$ cat src/rtl/voice_allocator.sv
// ============================================================================
//  Module      : voice_allocator
//  Description : Polyphonic note-to-voice allocator. Scans eight voices one per
//                cycle, then retriggers, allocates a free voice or steals
//                round-robin, and issues a single update pulse to the gate demux.
//  Revision    : 1.0 - initial release
// ============================================================================
`default_nettype none

module voice_allocator #(
    parameter int NOTE_W     = 7,
    parameter int NUM_VOICES = 8
) (
    input  logic                  clk,
    input  logic                  rst,
    input  logic                  note_valid,
    input  logic                  note_on,
    input  logic [NOTE_W-1:0]     note_num,
    output logic                  note_ready,
    output logic                  upd_strobe,
    output logic [2:0]            upd_voice,
    output logic                  upd_gate,
    output logic [NOTE_W-1:0]     upd_note,
    output logic                  upd_steal,
    output logic [NUM_VOICES-1:0] voice_active
);

    typedef enum logic [1:0] {
        S_IDLE  = 2'd0,
        S_SCAN  = 2'd1,
        S_ISSUE = 2'd2
    } state_t;

    localparam logic [2:0] c_LAST_VOICE = 3'd7;

    state_t r_state;
    state_t w_state_nxt;

    // Voice table
    logic [NUM_VOICES-1:0] r_active;
    logic [NOTE_W-1:0]     r_note [NUM_VOICES];
    logic [2:0]            r_steal_ptr;

    // Captured event and scan bookkeeping
    logic                  r_cap_on;
    logic [NOTE_W-1:0]     r_cap_note;
    logic [2:0]            r_scan_idx;
    logic                  r_match_found;
    logic [2:0]            r_match_idx;
    logic                  r_free_found;
    logic [2:0]            r_free_idx;

    // Registered outputs
    logic                  r_ready;
    logic                  r_strobe;
    logic [2:0]            r_upd_voice;
    logic                  r_upd_gate;
    logic [NOTE_W-1:0]     r_upd_note;
    logic                  r_upd_steal;

    logic                  w_accept;
    logic                  w_cur_match;
    logic                  w_cur_free;
    logic                  w_match_found;
    logic [2:0]            w_match_idx;
    logic                  w_free_found;
    logic [2:0]            w_free_idx;
    logic                  w_scan_last;
    logic                  w_issue;
    logic                  w_steal;
    logic [2:0]            w_target;

    assign w_accept = (r_state == S_IDLE) && note_valid && r_ready;

    // The voice under examination is folded into the running result so the
    // final decision on the last scan cycle already covers voice 7.
    always_comb begin
        w_cur_match   = r_active[r_scan_idx] && (r_note[r_scan_idx] == r_cap_note);
        w_cur_free    = !r_active[r_scan_idx];
        w_match_found = r_match_found || w_cur_match;
        w_match_idx   = r_match_found ? r_match_idx : r_scan_idx;
        w_free_found  = r_free_found || w_cur_free;
        w_free_idx    = r_free_found ? r_free_idx : r_scan_idx;
        w_scan_last   = (r_state == S_SCAN) && (r_scan_idx == c_LAST_VOICE);
        w_issue       = r_cap_on || w_match_found;
        w_steal       = r_cap_on && !w_match_found && !w_free_found;
        if (w_match_found) begin
            w_target = w_match_idx;
        end else if (w_free_found) begin
            w_target = w_free_idx;
        end else begin
            w_target = r_steal_ptr;
        end
    end

    always_ff @(posedge clk) begin
        if (rst) begin
            r_state <= S_IDLE;
        end else begin
            r_state <= w_state_nxt;
        end
    end

    always_comb begin
        w_state_nxt = r_state;
        case (r_state)
            S_IDLE: begin
                if (w_accept) begin
                    w_state_nxt = S_SCAN;
                end
            end
            S_SCAN: begin
                if (w_scan_last) begin
                    w_state_nxt = w_issue ? S_ISSUE : S_IDLE;
                end
            end
            S_ISSUE: begin
                w_state_nxt = S_IDLE;
            end
            default: begin
                w_state_nxt = S_IDLE;
            end
        endcase
    end

    always_ff @(posedge clk) begin
        if (rst) begin
            r_active      <= '0;
            r_steal_ptr   <= 3'd0;
            r_cap_on      <= 1'b0;
            r_cap_note    <= '0;
            r_scan_idx    <= 3'd0;
            r_match_found <= 1'b0;
            r_match_idx   <= 3'd0;
            r_free_found  <= 1'b0;
            r_free_idx    <= 3'd0;
            for (int i = 0; i < NUM_VOICES; i++) begin
                r_note[i] <= '0;
            end
        end else begin
            case (r_state)
                S_IDLE: begin
                    if (w_accept) begin
                        r_cap_on      <= note_on;
                        r_cap_note    <= note_num;
                        r_scan_idx    <= 3'd0;
                        r_match_found <= 1'b0;
                        r_free_found  <= 1'b0;
                    end
                end
                S_SCAN: begin
                    r_match_found <= w_match_found;
                    r_match_idx   <= w_match_idx;
                    r_free_found  <= w_free_found;
                    r_free_idx    <= w_free_idx;
                    r_scan_idx    <= r_scan_idx + 3'd1;
                    // Voice table commits on the edge entering ISSUE so the
                    // gate state is already current while the strobe is high.
                    if (w_scan_last && w_issue) begin
                        r_active[w_target] <= r_cap_on;
                        if (r_cap_on) begin
                            r_note[w_target] <= r_cap_note;
                        end
                        if (w_steal) begin
                            r_steal_ptr <= r_steal_ptr + 3'd1;
                        end
                    end
                end
                default: begin
                end
            endcase
        end
    end

    always_ff @(posedge clk) begin
        if (rst) begin
            r_ready     <= 1'b0;
            r_strobe    <= 1'b0;
            r_upd_voice <= 3'd0;
            r_upd_gate  <= 1'b0;
            r_upd_note  <= '0;
            r_upd_steal <= 1'b0;
        end else begin
            r_ready     <= (w_state_nxt == S_IDLE);
            r_strobe    <= (w_state_nxt == S_ISSUE);
            r_upd_steal <= (w_state_nxt == S_ISSUE) && w_steal;
            if (w_scan_last && w_issue) begin
                r_upd_voice <= w_target;
                r_upd_gate  <= r_cap_on;
                r_upd_note  <= r_cap_note;
            end
        end
    end

    assign note_ready   = r_ready;
    assign upd_strobe   = r_strobe;
    assign upd_voice    = r_upd_voice;
    assign upd_gate     = r_upd_gate;
    assign upd_note     = r_upd_note;
    assign upd_steal    = r_upd_steal;
    assign voice_active = r_active;

endmodule

`default_nettype wire

$ cat config.mk
export PLATFORM = sky130hd
export DESIGN_NAME = voice_allocator
export DESIGN_NICKNAME = d
export VERILOG_FILES = /design/src/rtl/voice_allocator.sv
export SDC_FILE = /design/constraint.sdc
export NUM_CORES = 1
export LEC_CHECK = 0
export ABC_AREA = 1
export BUFFER_PORTS_ARGS = -buffer_cell sky130_fd_sc_hd__buf_4
export CAP_MARGIN = 5
export CORE_MARGIN = 10
export CORE_UTILIZATION = 61
export DETAILED_ROUTE_END_ITERATION = 6
export GPL_TIMING_DRIVEN = 1
export PLACE_DENSITY = 0.8
export SYNTH_ARGS = -nofsm -noshare
export SYNTH_HDL_FRONTEND = slang
export SYNTH_SLANG_ARGS = --single-unit
$ cat constraint.sdc
create_clock -name clk -period 3.2 [get_ports clk]
set_input_delay 0.32 -clock clk [delete_from_list [all_inputs] [get_ports clk]]
set_output_delay 0.32 -clock clk [all_outputs]
set_load 0.05 [all_outputs]
# Yosys cells after proc, flatten, opt, wreduce, memory -nomap -nowiden
# Memories as Yosys holds them, arrays and structs flattened. A register that Yosys moved wholly into a read port is not among the register bits.
# Index checks and enable logic that the tools add are counted.
classes:
  add_sub_neg: 2
  mul: 0
  div_mod_pow: 0
  n_lt_le_gt_ge: 3
  n_eq_ne: 5
  shift: 0
  mux: 30
  bitwise: 0
  n_reduce_logical: 23
op_table:
  columns: ["operator", "count"]
  rows:
  - ["$mux W3", 8]
  - ["$mux W1", 11]
  - ["$logic_and A1 B1 Y1", 9]
  - ["$bwmux W8", 1]
  - ["$lt A3 B4 Y1 const B", 2]
  - ["$eq A7 B7 Y1", 1]
  - ["$mux W7", 1]
  - ["$reduce_or A7 Y1", 1]
  - ["$add A3 B1 Y3 const B", 2]
  - ["$mux W2", 3]
  - ["$pmux W3 S2", 1]
  - ["$reduce_and A2 Y1", 3]
  - ["$logic_not A2 Y1", 2]
  - ["$pmux W1 S2", 2]
  - ["$pmux W2 S2", 1]
  - ["$bmux W1 S3", 1]
  - ["$demux W1 S3", 1]
  - ["$eq A3 B3 Y1 const B", 1]
  - ["$ge A3 B1 Y1 const B", 1]
  - ["$logic_not A1 Y1", 3]
  - ["$logic_or A1 B1 Y1", 3]
  - ["$reduce_and A3 Y1", 1]
  - ["$eq A2 B1 Y1 const B", 1]
  - ["$eq A2 B2 Y1 const B", 1]
  - ["other kinds (2)", 2]
totals:
  regBits: 46
  latch_bits: 0
  ramBits: 56
  mem_bits_ro: 0
  inputBits: 11
  out_inout_bits: 22
  elab_cells: 80
  n_memories: 1
mem_list:
  columns: ["memory", "depth", "word_bits", "read_ports", "rd_clocked_by_memory_dff", "wr", "line_no", "text"]
  rows:
  - ["r_note", 8, 7, 1, 1, 8, "41", "logic [NOTE_W-1:0] r_note [NUM_VOICES];"]

# Depth between registers and ports, before layout
# Gate-level depths: netlist of run 1.
logic_depth:
  word_depth: 12
  ltp_mapped: 21
  depth_no_buf: 20

# Worst setup path after synthesis of run 1
# No wires, ideal clock.
synth_timing:
  kind: "register -> register"
  start: "register r_active[6] (netlist: voice_active[6])"
  end: "memory r_note[1][0], enable pin"
  setup_time_ns: 0.381
  arrival_time_ns: 2.453
  required_time_ns: 2.819
  setup_slack_ns: 0.366
  path_stages_with_launch: 12
  path_buffers: 0
  period_less_slack_ns: 2.834
  cell_sequence: "dfxtp_1 inv_1 o21ai_0 nand2_1 nand2_1 nand2_1 a21oi_2 o21ai_0 nand3b_1 nand2_4 nand2_8 o21ai_0"
synth_rtl:
  columns: ["element", "line_no", "text"]
  rows:
  - ["start, declared", "40", "logic [NUM_VOICES-1:0] r_active;"]
  - ["start signal, assigned by index", "160", "r_active[w_target] <= r_cap_on;"]
  - ["end, declared", "41", null]

==> results of run 1 <==
-- layer usage --
| metal | vias up | share of wire [%] | track usage (%) |
|---|---|---|---|
| met5 | - | 0 | 0 |
| met4 | 0 | 3.9 | 11.25 |
| met3 | 39 | 6.7 | 2.940 |
| met2 | 171 | 47 | 31.65 |
| met1 | 1885 | 42 | 24.00 |
| li1 | 2035 | - | - |
-- worst max-delay path: stages, from the launching register on --
cell and delay (ns):
sky130_fd_sc_hd__dfxtp_1 0.60, sky130_fd_sc_hd__inv_2 0.21, sky130_fd_sc_hd__nand3_1 0.13, sky130_fd_sc_hd__nand3_1 0.17, sky130_fd_sc_hd__nand3_1 0.14, sky130_fd_sc_hd__nand2_1 0.07
sky130_fd_sc_hd__inv_2 0.04, sky130_fd_sc_hd__nand2_1 0.05, sky130_fd_sc_hd__nor2_2 0.12, sky130_fd_sc_hd__nand2_4 0.10, sky130_fd_sc_hd__nand2_4 0.12, sky130_fd_sc_hd__nand2_2 0.08
sky130_fd_sc_hd__nand2_4 0.17, sky130_fd_sc_hd__nand2_8 0.11, sky130_fd_sc_hd__nor2_4 0.13, sky130_fd_sc_hd__nand2_4 0.11, sky130_fd_sc_hd__nand2_1 0.26
-- path summary, 6_finish.rpt --
| check | from | slack [ns] | to |
|---|---|---|---|
| worst max-delay path | register | 0.25 | r_note[0][4] |
| worst min-delay path | note_num[0] | 0.24 | r_cap_note[0] |
| worst max register to register | register | 0.25 | r_note[0][4] |
| worst min register to register | upd_note[6] | 0.51 | upd_note[6] |
-- power by group --
group | total (µW) | switching [µW] | internal [µW]
Sequential | 1480 | 24.2 | 1460
Combinational | 341 | 240 | 101
Clock | 865 | 487 | 377
-- kinds of logic after synthesis --
logic type	Yosys count	share of synthesized area, %
compound gates	75	7.161
xor+xnor	2	0.3277
fa+ha+maj	3	0.7022
buf+inv	112	9.361
flops	105	49.80
mux	1	0.1872
simple gates	315	32.46
-- cell type report --
| cell class | count | area (µm²) |
|---|---|---|
| fill | 683 | 2746 |
| clock buffer | 9 | 123.9 |
| clock inverter | 7 | 83.83 |
| inverter | 82 | 312.8 |
| multi-input combinational | 396 | 2183 |
| sequential | 105 | 2663 |
| timing repair buffer | 50 | 387.9 |
| tap | 108 | 135.1 |
-- cells in the final DEF, fill, tap and decap left out, types with 11 or more instances in the layout --
cell and count:
sky130_fd_sc_hd__a21oi_1 31, sky130_fd_sc_hd__nand2_4 11, sky130_fd_sc_hd__o21ai_0 38, sky130_fd_sc_hd__dfxtp_1 49
sky130_fd_sc_hd__inv_1 77, sky130_fd_sc_hd__nor2_2 29, sky130_fd_sc_hd__nand3_1 55, sky130_fd_sc_hd__buf_4 49
sky130_fd_sc_hd__nor3_2 28, sky130_fd_sc_hd__nor2_1 32, sky130_fd_sc_hd__edfxtp_1 56, sky130_fd_sc_hd__nand2_1 135
-- flip-flops by register name (all words and copies together), names as in the netlist, named ones only --
signal,cells
r_state,2
r_free_idx,3
upd_gate,1
upd_note,7
upd_strobe,1
voice_active,8
note_ready,1
r_scan_idx,3
r_cap_on,1
r_note,56
r_match_found,1
r_cap_note,7
r_free_found,1
r_steal_ptr,3
upd_voice,3
r_match_idx,3
upd_steal,1
-- stage by stage --
| stage | hold slack [ns] | worst slack, ns | cell area (µm²) |
|---|---|---|---|
| 2_1_floorplan | 0.4621 | 0.3664 | 5346 |
| 3_3_place_gp | 0.4731 | 0.3786 | 5682 |
| 3_5_place_dp | 0.4867 | 0.3200 | 5682 |
| 4_1_cts | 0.2298 | 0.3043 | 5889 |
| 5_1_grt | 0.2427 | 0.009583 | 5889 |
| 6_report | 0.2430 | 0.2497 | 5889 |
==> results.md, run 1 <==
- The worst setup path category is reg -> reg.
- Counting every net in the synthesized netlist gives 627.
- The routed design has 12280 µm of wire.
- Averaged over all synthesized cells, the footprint is 8.722 µm².
- In the global route stage, overall resource usage came out at 19.43%.
- The maximum fanout count along the critical path is 14.
- Across the routed clock network, the largest skew measured is 0.01512 ns.
- The number of max-slew violations in the final report came to 0.
- Cells with a size suffix above 1 make up 24.50% of the layout.
- The startpoint kind of the worst setup timing path is a register.
- The initial antenna violation count is 0.
- For the worst setup path, the data required time is 3.25 ns.
- TritonCTS created 9 clock buffers.
- Among all flip-flop cells after synthesis, the most frequent one is sky130_fd_sc_hd__edfxtp_1.
- The path depth of the worst reg2reg path is 16.
- Buffers added to address setup during post-CTS repair amount to 0.
- Sorting the synthesized cells by how often they occur yields 135 x sky130_fd_sc_hd__nand2_1, 77 x sky130_fd_sc_hd__inv_1, 56 x sky130_fd_sc_hd__edfxtp_1.
- The layout overhead on the synthesized area is 10.16%.
- For this run, the number of Yosys warnings is 0.
- The vertical extent of the die is 113.6 µm.
- The number of hold buffers added after cts is 0.
- The detail route stage leaves a number of antenna-violating nets equal to 0.
- Setup violations remaining at the end of the flow were counted as 0.
- The number of H-tree levels is 3.
- The run finished with clean final reports.
- The first global-routing pass estimated between 20000 and 25000 µm of wire.
- The type of the tightest min-delay check is in -> reg.
- The number of flops mapped to enable cells by yosys is 56.
- Cells fill between 60% and 70% of the core in the end.
- The detailed router placed 4130 vias in this run.
- The via count of the first global-routing pass is 4094.
- The number of design rule violations left after detail routing is 0.
- By area the synthesized netlist is led by sky130_fd_sc_hd__edfxtp_1 31%, sky130_fd_sc_hd__dfxtp_1 18%, sky130_fd_sc_hd__nand2_1 9.5%.
- The tree is rooted in a sky130_fd_sc_hd__clkbuf_8.
- During I/O placement, the number of pins put on the boundary was 33.
- After the first detailed-routing iteration, the DRC count stood at 291.
- After routing, the total negative slack on setup checks comes to 0 ns.
- For this design the static power due to leakage is 0.002482 µW.
- The sequential element share of the synthesized area is 49.80%.
- The congestion estimate from routability-driven global placement came to 0.9391.
- Setup repair after global routing left no endpoint under its margin.
- After synthesis the cells add up to 0.005346 mm².
- The data arrival time of the critical path is ~3.0 ns.
- The type of destination of the critical path is a register.
- The tool flagged a number of max-cap violations equal to 0.
- The chip width is 113.6 µm.
- The largest vdd supply drop is 0.3145 mV.
- The die outline area is approximately 0.013 mm².
- The final routed wire length divided by cell count is around 16 µm.
- The count of antenna diodes in the layout is 0.
- The post-DP HPWL is between 9000 and 10000 µm.
- At the pin with the least slew margin, the transition time is 0.6329 ns.
- The post-detailed-route via-to-cell ratio is approximately 5.5.
- The final worst-path cycle share is roughly 92%.
- In this run, synthesis produced a sequential element count of about 110.
- The power after layout is 2687 µW.
- The most area-hungry cell type in the Yosys netlist is sky130_fd_sc_hd__edfxtp_1.
- The number of buffer cells added on primary ports is 32.
- Clock-pin slew was measured on the worst setup and hold paths at roughly 0.11 ns.
- Synthesis handed over a netlist of 613 instances.
- The smallest clock period supported by the final layout is computed as 2.950 ns.
- The row count is 34.
- The final-report hold violation count is 0.
- For this configuration, the core starts out at a cell density of between 60% and 70%.
- Measured against its own limit, the worst slew margin works out to roughly 58%.
- The distinct cell type count after synthesis is 34.
- In the synthesized netlist the async set-or-reset flop fraction comes to 0%.
- Summed over its instances, the top area cell type makes up 31.45% of the synthesized netlist area.
- At the end of the flow, the number of nets in the layout was 658.
- The ratio of total power to cell area is 456.2 mW/mm².
- Counting along the longest clock path gives a buffer depth of 2.
- The count of instances resized after the clock tree is built is 0.
- The cell with the most instances after synthesis is sky130_fd_sc_hd__nand2_1.
- The core area is 0.008636 mm².
- Leaving out filler cells and counting taps, the final layout contains 757.
- TritonCTS built the clock tree.
- Before antenna repair, the detailed router went through 5 iterations.
- The leftover overflow at the end of global routing is 0.
- Clock tree synthesis found a total of 105 sinks.
- Entering global routing, the biggest net connects 29 pins.
- Counting instances, the worst hold path has a depth of 3.
- In this run, placement finished with an instance count of 741.
- For the worst-skew pair, the clock arrives at the later sink with an insertion delay of 0.37 ns.
- Static timing analysis puts the maximum clock frequency at 338.9 MHz.
No activity file was read; power rests on OpenSTA's default activity.
==> inputs of run 2 (changes only) <==
--- a/config.mk
+++ b/config.mk
@@ -5,14 +5,14 @@
 export SDC_FILE = /design/constraint.sdc
 export NUM_CORES = 1
 export LEC_CHECK = 0
-export ABC_AREA = 1
+export ABC_CLOCK_PERIOD_IN_PS = 3200
 export BUFFER_PORTS_ARGS = -buffer_cell sky130_fd_sc_hd__buf_4
 export CAP_MARGIN = 5
 export CORE_MARGIN = 10
-export CORE_UTILIZATION = 61
+export CORE_UTILIZATION = 60
 export DETAILED_ROUTE_END_ITERATION = 6
 export GPL_TIMING_DRIVEN = 1
-export PLACE_DENSITY = 0.8
+export PLACE_DENSITY = 0.79
 export SYNTH_ARGS = -nofsm -noshare
 export SYNTH_HDL_FRONTEND = slang
 export SYNTH_SLANG_ARGS = --single-unit
==> constraint.sdc (replaced) <==
create_clock -name clk -period 3.2 [get_ports clk]
set_input_delay 0.32 -clock clk [delete_from_list [all_inputs] [get_ports clk]]
set_output_delay 0.32 -clock clk [all_outputs]
set_load 0.02 [all_outputs]
==> run 2 against run 1 <==
Net effect:
- clock skew up 0.0034 ns
- power down 4.0%
- critical path depth down 5
- setup slack worse by 0.52 ns
- first-iteration DRC count down 30%
- largest power group unchanged
- the run now ends with setup timing left
- wire length down 0.68%
- largest cell class unchanged
- worst hold slack worse by 0.067 ns
- via count down 13%
- clock power down 4.3%
==> results.md, run 2 <==
- The number of max-slew violations in the final report is 0 (unchanged).
- The share of flip-flops with an asynchronous set or reset after synthesis is 0% (unchanged).
- The final-report hold violation count was 0 (unchanged).
- Among all stages on the critical path, the largest delay is contributed by sky130_fd_sc_hd__or4_4.
- The final worst-path cycle share is 108.4% (+16 points).
- The core area is 0.007807 mm² (-9.6%).
- The routed wire length is 12200 µm (-0.68%).
- The routed metal-1 wirelength is 4748 µm (-8.3%).
- The path depth of the worst reg2reg path is 11 (-5).
- The number of warnings issued by yosys is 0 (unchanged).
- The number of primary I/O pins is 33 (unchanged).
- The cell-internal power came to 1886 µW (-2.5%).
- The number of design rule violations left after detail routing is 0 (unchanged).
- The critical path data required time is 3.26 ns (about the same).
- The number of buffers between clock root and the deepest sink was 2 (unchanged).
- The register bit total from synthesis is 105 (unchanged).
- The transition at the pin with the smallest max-transition slack is 1.237 ns (+0.6038 ns).
- The clock sink total is 105 (unchanged).
- The largest vdd supply drop came to 0.2773 mV (-12%).
- The average size of a mapped cell was 11.39 µm² (+31%).
- The gate count after technology mapping is 427 (-30%).
- The clock tree from TritonCTS is built.
- The startpoint identified for the worst hold timing path is note_num[6].
- The number of H-tree levels is 3 (unchanged).
- The data arrival time of the critical path is 3.53 ns (+0.53 ns).
- The clock buffer count from CTS is 9 (unchanged).
- The net count after synthesis came to 441 (-30%).
- The final reports fail on setup timing.
- The run finished, with violations left.
- The synthesized-area fraction occupied by and/or/nand/nor cells came to 18.66% (-14 points).
- The post-DP HPWL was 8894 µm (-1.5%).
- The post-synthesis mux area share is 12.76% (+13 points).
- sky130_fd_sc_hd__and2_1 is the most common cell in the netlist.
- The post-detailed-route via-to-cell ratio came to 5.929 (+8.7%).
- The path class of the tightest hold or removal check is in -> reg.
- Walking the worst path, the cells encountered are buf_6, mux4_2, mux2i_2, xor2_1, o221ai_2, buf_4, nor4_4, buf_4, mux2i_4, or4_4, o21ai_4.
- The number of optimization iterations in the first detailed-route pass is 4 (-1).
- The count of antenna diodes in the layout is 0 (unchanged).
- The maximum fanout count along the critical path is 7 (-7).
- The first-pass GRT wire length is 19160 µm (-5.4%).
- The sequential share of power is 57.4% (+2.3 points).
- The distinct cell type count after synthesis is 48 (+41%).
- The peak per-stage delay on the critical path is 0.57 ns (-0.03 ns).
- The fill cell instance count of the final layout is 511 (-25%).
- The post-placement worst setup slack is -0.3642 ns (-0.6843 ns).
- The overall track demand over capacity in global routing is 20.59% (+1.2 points).
- Ranked by instance count, the synthesized netlist is headed by 57 x sky130_fd_sc_hd__and2_1, 56 x sky130_fd_sc_hd__edfxtp_1, 49 x sky130_fd_sc_hd__dfxtp_1.
- The pin count of the biggest net entering global routing is 45 (+55%).
- The leakage power summed over all cells is 0.002363 µW (-4.8%).
- The root buffer selected by CTS is sky130_fd_sc_hd__clkbuf_8.
- The switching power summed over all nets is 693.2 µW (-7.7%).
- The net switching fraction of the power is 26.87% (-1.1 points).
- The count of vias placed by the detailed router is 3605 (-13%).
- The leftover overflow at the end of global routing is 0 (unchanged).
- The starting density of the core was 62.28% (+0.37 points).
- The layout overhead on the synthesized area is 24.40%.
- The adder-cell area share of the yosys netlist is 0.7720% (+0.070 points).
- The row count is 32 (-5.9%).
- The number of buffer cells added on primary ports is 32 (unchanged).
- The most area-hungry cell type in the Yosys netlist is sky130_fd_sc_hd__edfxtp_1.
- Leaving out fill and tap cells, the most frequent cell in the layout is sky130_fd_sc_hd__buf_4.
- The register with the most flip-flops in the final layout is r_note.
- The XOR/XNOR share of the synthesized area is 0.9007% (+0.57 points).
- The worst-skew pair later-pin latency is 0.38 ns (about the same).
- The starting DRC count in detailed routing is 205 (-30%).
- The share of the synthesized area in the top cell type is 34.59% (+3.1 points).
- The largest family of logic cells by synthesized area is simple AND/OR/NAND/NOR gates.
- The most critical setup path has its endpoint at r_note[5][2].
- The startpoint kind of the worst setup timing path is a register.
- The chip width is 110.0 µm (-3.2%).
- The compound-cell area share of the yosys netlist was 9.624% (+2.5 points).
- By startpoint and endpoint, the worst setup path is classified as reg -> reg.
- STA classifies the critical path endpoint as a register.
- The final net count is 515 (-22%).
- The critical register-to-register path endpoint is r_note[5][2].
- The number of max-cap violations was 0 (unchanged).
- The die outline area is 0.01210 mm² (-6.2%).
- The flip-flop count of the largest register after layout is 56 (unchanged).
- Ranked by total cell area, the synthesized netlist is headed by sky130_fd_sc_hd__edfxtp_1 35%, sky130_fd_sc_hd__dfxtp_1 20%, sky130_fd_sc_hd__and2_1 7.3%.
- The met2 wire length is 6571 µm (+13%).
- The register-to-register path setup slack is -0.27 ns (-0.52 ns).
- The routability congestion estimate is 0.9347 (-0.47%).
- The clock period minus final worst setup slack is 3.468 ns (+0.5178 ns).
- The sequential element share of the synthesized area is 54.76% (+5.0 points).
- The most prevalent standard cell on the critical path is sky130_fd_sc_hd__buf_4.
- The number of cells on the critical path came to 11 (-5).
- Setup repair after global routing could not meet its margin everywhere.
- The relative slew slack is 17.25% (-41 points).
- The library cells used most frequently in the layout, excluding fill and tap cells, are 82 x sky130_fd_sc_hd__buf_4, 56 x sky130_fd_sc_hd__and2_1, 56 x sky130_fd_sc_hd__edfxtp_1, 46 x sky130_fd_sc_hd__dfxtp_1, 31 x sky130_fd_sc_hd__nor2_1.
- The clock network fraction of total power is 32.1% (about the same).
- The worst clock skew on the final layout is 0.01851 ns (+0.003386 ns).
- The combinational cell fraction of total power came to 10.5% (-2.2 points).
- The number of flops mapped to enable cells by yosys is 56 (unchanged).
- The vertical extent of the die is 110.0 µm (-3.2%).
- The wire length on met3 was 543 µm (-34%).
- The via count of the first global-routing pass was 3708 (-9.4%).
- The most frequently used flop master after synthesis is sky130_fd_sc_hd__edfxtp_1.
- The critical path's top delay family is simple AND/OR/NAND/NOR gates.
- The final critical-path setup slack is -0.2681 ns (-0.5178 ns).
- The initial antenna violation count is 0 (unchanged).
- The post-CTS clock slew at the launch and capture registers of the worst setup and hold paths is 0.12 ns (about the same).
- The final hold slack is 0.1756 ns (-0.06741 ns).
- The number of routed nets with antenna violations is 0 (unchanged).
- The count of final setup violators is 119 (+119).
- The layout cell share with drive strength beyond 1 is 32.61% (+8.1 points).
- The ratio of total power to cell area is 426.5 mW/mm² (-6.5%).
- The post-synthesis instance area was 0.004862 mm² (-9.1%).
- The buffering stage count on the worst path with inverters included is 3 (+1).
- Signal routing reaches up to met4.
- The maximum clock rate was 288.3 MHz (-15%).
- The final routed wire length divided by cell count was 20.06 µm (+24%).
==> run 2: through the flow <==
stage                     utilization (%)  total power [µW]  instance area [µm²]  cells  TNS, ns
after floorplan                         -              1653                 4965    427   -5.603
after global placement              71.54              1731                 5585    582   -6.499
after detailed placement            71.54              1741                 5585    582   -19.09
after CTS                           75.83              2561                 5921    603   -10.63
after global routing                77.47              2661                 6048    608   -35.94
final                               77.47              2580                 6048    608   -21.54
==> run 2: worst register-to-register path: stages (launching register included) <==
cell and delay, ns:
sky130_fd_sc_hd__dfxtp_4 0.40, sky130_fd_sc_hd__buf_6 0.13, sky130_fd_sc_hd__mux4_2 0.50, sky130_fd_sc_hd__mux2i_2 0.19, sky130_fd_sc_hd__xor2_1 0.21, sky130_fd_sc_hd__o221ai_2 0.18, sky130_fd_sc_hd__buf_4 0.18, sky130_fd_sc_hd__nor4_4 0.24
sky130_fd_sc_hd__buf_4 0.18, sky130_fd_sc_hd__mux2i_4 0.10, sky130_fd_sc_hd__or4_4 0.57, sky130_fd_sc_hd__o21ai_4 0.28
==> run 2: final cells by class <==
class	instances	area, µm²	area share [%]
clock buffers	9	123.9	2.048
clock inverters	7	85.08	1.407
inverters	5	18.77	0.3103
multi-input cells	291	2312	38.23
flip-flops and latches	105	2669	44.12
well taps	102	127.6	2.110
repair buffers	89	711.9	11.77
==> run 2: logic make-up (layout without fill, tap and decap cells) <==
kind of cell,Yosys count,after routing
AO/OA/AOI/OAI,66,66
XOR/XNOR,5,5
adder cells (fa/ha/maj),3,3
buffers and inverters,31,110
flip-flops,105,105
multiplexers,51,51
AND/OR/NAND/NOR,166,166
==> run 2: layer usage <==
layer	up-vias	global-route usage, %
li1	1690	-
met1	1774	24.12
met2	111	37.00
met3	30	3.482
met4	0	7.528
met5	-	0
==> run 2: worst min path at each step <==
stage,to,slack (ns),cells after the start
floorplan,r_free_idx[1],0.45,2
global placement,upd_voice[0],0.45,2
detailed placement,r_free_idx[0],0.47,2
CTS,r_cap_note[6],0.17,3
global route,r_cap_note[6],0.18,3
finish,r_cap_note[6],0.18,3
==> run 2: power by group through the flow <==
stage / combinational (µW) / clock (µW) / sequential [µW]
global route: 290 / 885 / 1490
detailed placement: 227 / 0 / 1510
floorplan: 159 / 0 / 1490
CTS: 246 / 833 / 1480
finish: 270 / 828 / 1480
global placement: 218 / 0 / 1510
==> run 2: timing repair <==
action                                  4_1_cts  5_1_grt
buffers inserted                              5        5
gates resized for setup                      22       16
hold endpoints to repair                      0        0
hold buffers                                  0        0
endpoints found under the setup margin      119      123
gates cloned                                  0        0
pin swaps                                    14       15
==> inputs of run 3 (changes only) <==
--- a/config.mk
+++ b/config.mk
@@ -6,7 +6,7 @@
 export NUM_CORES = 1
 export LEC_CHECK = 0
 export ABC_CLOCK_PERIOD_IN_PS = 3200
-export BUFFER_PORTS_ARGS = -buffer_cell sky130_fd_sc_hd__buf_4
+export BUFFER_PORTS_ARGS = -buffer_cell sky130_fd_sc_hd__buf_2
 export CAP_MARGIN = 5
 export CORE_MARGIN = 10
 export CORE_UTILIZATION = 60
==> run 3 against run 2 <==
Net effect:
- the run still ends with setup timing left
- clock-buffer cell count did not move
- register-to-register slack improved by 0.07 ns
- utilization fell by 2.7 points
- global-route usage fell by 0.35 points
- power rose by 1.1%
- maximum frequency rose by 2.1%
- via count fell by 1.6%
- clock power rose by 6.4%
- first-iteration DRC count rose by 0.98%
- worst hold slack got worse by 0.012 ns
- critical path type unchanged
- largest power group unchanged
==> results.md, run 3 (same netlist as run 2, synthesis figures left out) <==
- The clock sink total was 105 (unchanged).
- The sequential share of power came to 56.7% (-0.7 points).
- The via count of the first global-routing pass came to 3598 (-3.0%).
- The worst-skew pair later-pin latency was 0.38 ns (about the same).
- STA classifies the critical path endpoint as a register.
- The number of buffers between clock root and the deepest sink came to 2 (unchanged).
- The post-CTS clock slew at the launch and capture registers of the worst setup and hold paths was 0.11 ns (about the same).
- The routability congestion estimate was 0.9260 (-0.93%).
- The leftover overflow at the end of global routing is 0 (unchanged).
- The initial antenna violation count is 0 (unchanged).
- The flip-flop count of the largest register after layout is 56 (unchanged).
- The end of the critical path is r_note[5][6].
- The first-pass GRT wire length was 18730 µm (-2.3%).
- Setup repair after global routing could not meet its margin everywhere.
- The fill cell instance count of the final layout came to 538 (+5.3%).
- The count of vias placed by the detailed router is 3548 (-1.6%).
- Counting flops per register, the top entry is r_note.
- The maximum fanout count along the critical path is 7 (unchanged).
- The transition at the pin with the smallest max-transition slack is 0.8864 ns (-0.3503 ns).
- The final critical-path setup slack is -0.1954 ns (+0.07278 ns).
- The net switching fraction of the power is 25.45% (-1.4 points).
- The vertical extent of the die is 110.0 µm (unchanged).
- The number of max-cap violations came to 0 (unchanged).
- By startpoint and endpoint, the worst setup path is classified as reg -> reg.
- The chip width is 110.0 µm (unchanged).
- The number of primary I/O pins is 33 (unchanged).
- The most common cell after layout, fill and taps aside is sky130_fd_sc_hd__and2_1.
- The pin count of the biggest net entering global routing came to 44 (-2.2%).
- The routed wire length came to 11840 µm (-2.9%).
- The final-report hold violation count is 0 (unchanged).
- The clock period minus final worst setup slack came to 3.395 ns (-0.07278 ns).
- STA classifies the critical path startpoint as a register.
- The register-to-register path setup slack is -0.20 ns (+0.07 ns).
- The final worst-path cycle share is 106.1% (-2.3 points).
- TritonCTS built the clock tree.
- The number of design rule violations left after detail routing was 0 (unchanged).
- The number of max-slew violations in the final report is 0 (unchanged).
- The row count is 32 (unchanged).
- The count of final setup violators is 48 (-60%).
- The signal on the critical path passes through buf_12, buf_6, mux4_2, mux2i_4, xnor2_2, o41ai_4, buf_4, mux2_4, or4_4, o21ai_4.
- The peak per-stage delay on the critical path is 0.55 ns (-0.02 ns).
- The relative slew slack is 40.69% (+23 points).
- The number of hold buffers added after cts came to 0 (unchanged).
- The starting density of the core came to 62.28% (unchanged).
- The die outline area came to 0.01210 mm² (unchanged).
- The final net count is 509 (-1.2%).
- The number of H-tree levels was 3 (unchanged).
- The checks that failed: setup timing.
- The number of optimization iterations in the first detailed-route pass is 5 (+1).
- The combinational cell fraction of total power was 9.5% (-1.0 points).
- The post-detailed-route via-to-cell ratio is 5.894 (-0.60%).
- The count of antenna diodes in the layout is 0 (unchanged).
- The worst clock skew on the final layout was 0.01600 ns (-0.002513 ns).
- The critical register-to-register path endpoint is r_note[5][6].
- The type of the tightest min-delay check is in -> reg.
- The run finished, with violations left.
- The clock buffer count from CTS was 9 (unchanged).
- The post-DP HPWL is 8701 µm (-2.2%).
- The post-placement worst setup slack is -0.2720 ns (+0.09222 ns).
- The maximum clock rate is 294.5 MHz (+2.1%).
- The overall track demand over capacity in global routing is 20.24% (-0.35 points).
- The leakage power summed over all cells is 0.002318 µW (-1.9%).
- The switching power summed over all nets is 664.0 µW (-4.2%).
- The data arrival time of the critical path is 3.45 ns (-0.08 ns).
- Compared with the post-synthesis result, the final layout area differs by 20.07%.
- The ratio of total power to cell area is 446.8 mW/mm² (+4.8%).
- The path depth of the worst reg2reg path was 10 (-1).
- The core area is 0.007807 mm² (unchanged).
- The final routed wire length divided by cell count is 19.66 µm (-2.0%).
- The setup TNS after final layout came to -3.624 ns (+17.92 ns).
- The top cell types in the final layout, fill and taps aside, are 57 x sky130_fd_sc_hd__and2_1, 56 x sky130_fd_sc_hd__edfxtp_1, 47 x sky130_fd_sc_hd__buf_4, 45 x sky130_fd_sc_hd__dfxtp_1.
- The library cell contributing the largest single delay on the critical path is sky130_fd_sc_hd__mux4_2.
- The starting DRC count in detailed routing is 207 (+0.98%).
- The largest vdd supply drop came to 0.2593 mV (-6.5%).
- The layout cell share with drive strength beyond 1 came to 29.80% (-2.8 points).
- The critical path data required time came to 3.26 ns (about the same).
- The root buffer cell chosen for the clock tree is sky130_fd_sc_hd__clkbuf_8.
- The cell-internal power came to 1945 µW (+3.1%).
- The number of routed nets with antenna violations came to 0 (unchanged).
- The clock network fraction of total power is 33.8% (+1.7 points).
- The number of buffer cells added on primary ports was 32 (unchanged).
==> run 3: cell count changes in the layout (fill, tap and decap cells not counted), sizes merged <==
cell	before	now
clkinv	4	2
bufinv	0	1
buf	89	83
clkinvlp	1	0
inv	7	9
==> run 3: layer usage <==
metal,GRT usage [%],wire length (µm),vias to the layer above
li1,-,-,1678
met1,24.01,4689,1729
met2,35.73,6336,120
met3,3.772,553,21
met4,7.435,259,0
met5,0,0,-
==> run 3: critical path: cells and delay by family, from the launching register on <==
kind,cells,cell delay [ns]
flip-flops,1,0.38
AND/OR/NAND/NOR,1,0.44
XOR/XNOR,1,0.12
multiplexers,3,1.08
AO/OA/AOI/OAI,2,0.64
buffers and inverters,3,0.41
==> run 3: power by group through the flow <==
| stage | sequential [µW] | combinational (µW) | clock (µW) |
|---|---|---|---|
| floorplan | 1490 | 159 | 0 |
| global placement | 1510 | 212 | 0 |
| detailed placement | 1510 | 220 | 0 |
| CTS | 1480 | 234 | 895 |
| global route | 1480 | 266 | 944 |
| finish | 1480 | 248 | 881 |
==> run 3: area by class of cell <==
type	instances	area [µm²]	area share [%]
Inverter	5	18.77	0.3215
Multi-Input combinational cell	291	2238	38.34
Timing Repair Buffer	83	566.8	9.709
Sequential cell	105	2670	45.74
Clock buffer	9	123.9	2.122
Tap cell	102	127.6	2.186
Clock inverter	7	92.59	1.586
==> run 3: timing repair <==
action                                  in CTS  in global routing
cloned                                       0                  0
setup buffers                                4                  2
pin swaps                                    8                  5
endpoints found under the setup margin     118                120
gates resized for setup                     12                 11
==> run 3: how the worst min path moves through the flow <==
stage	start	cells after the start	end	slack (ns)
after floorplan	r_free_idx[1]	2	r_free_idx[1]	0.45
after global placement	upd_voice[0]	2	upd_voice[0]	0.45
after detailed placement	upd_voice[0]	2	upd_voice[0]	0.45
after CTS	note_num[3]	3	r_cap_note[3]	0.16
after global routing	note_num[3]	3	r_cap_note[3]	0.15
final	note_num[3]	3	r_cap_note[3]	0.16
==> run 3: stage by stage <==
stage,power [µW],cell area [µm²],utilization (%),hold slack [ns],std cells
after floorplan,1653,4965,-,0.4506,427
after global placement,1725,5478,70.16,0.4464,580
after detailed placement,1734,5478,70.16,0.4503,580
after CTS,2608,5763,73.81,0.1605,600
after global routing,2694,5838,74.78,0.1513,602
final,2609,5838,74.78,0.1636,602
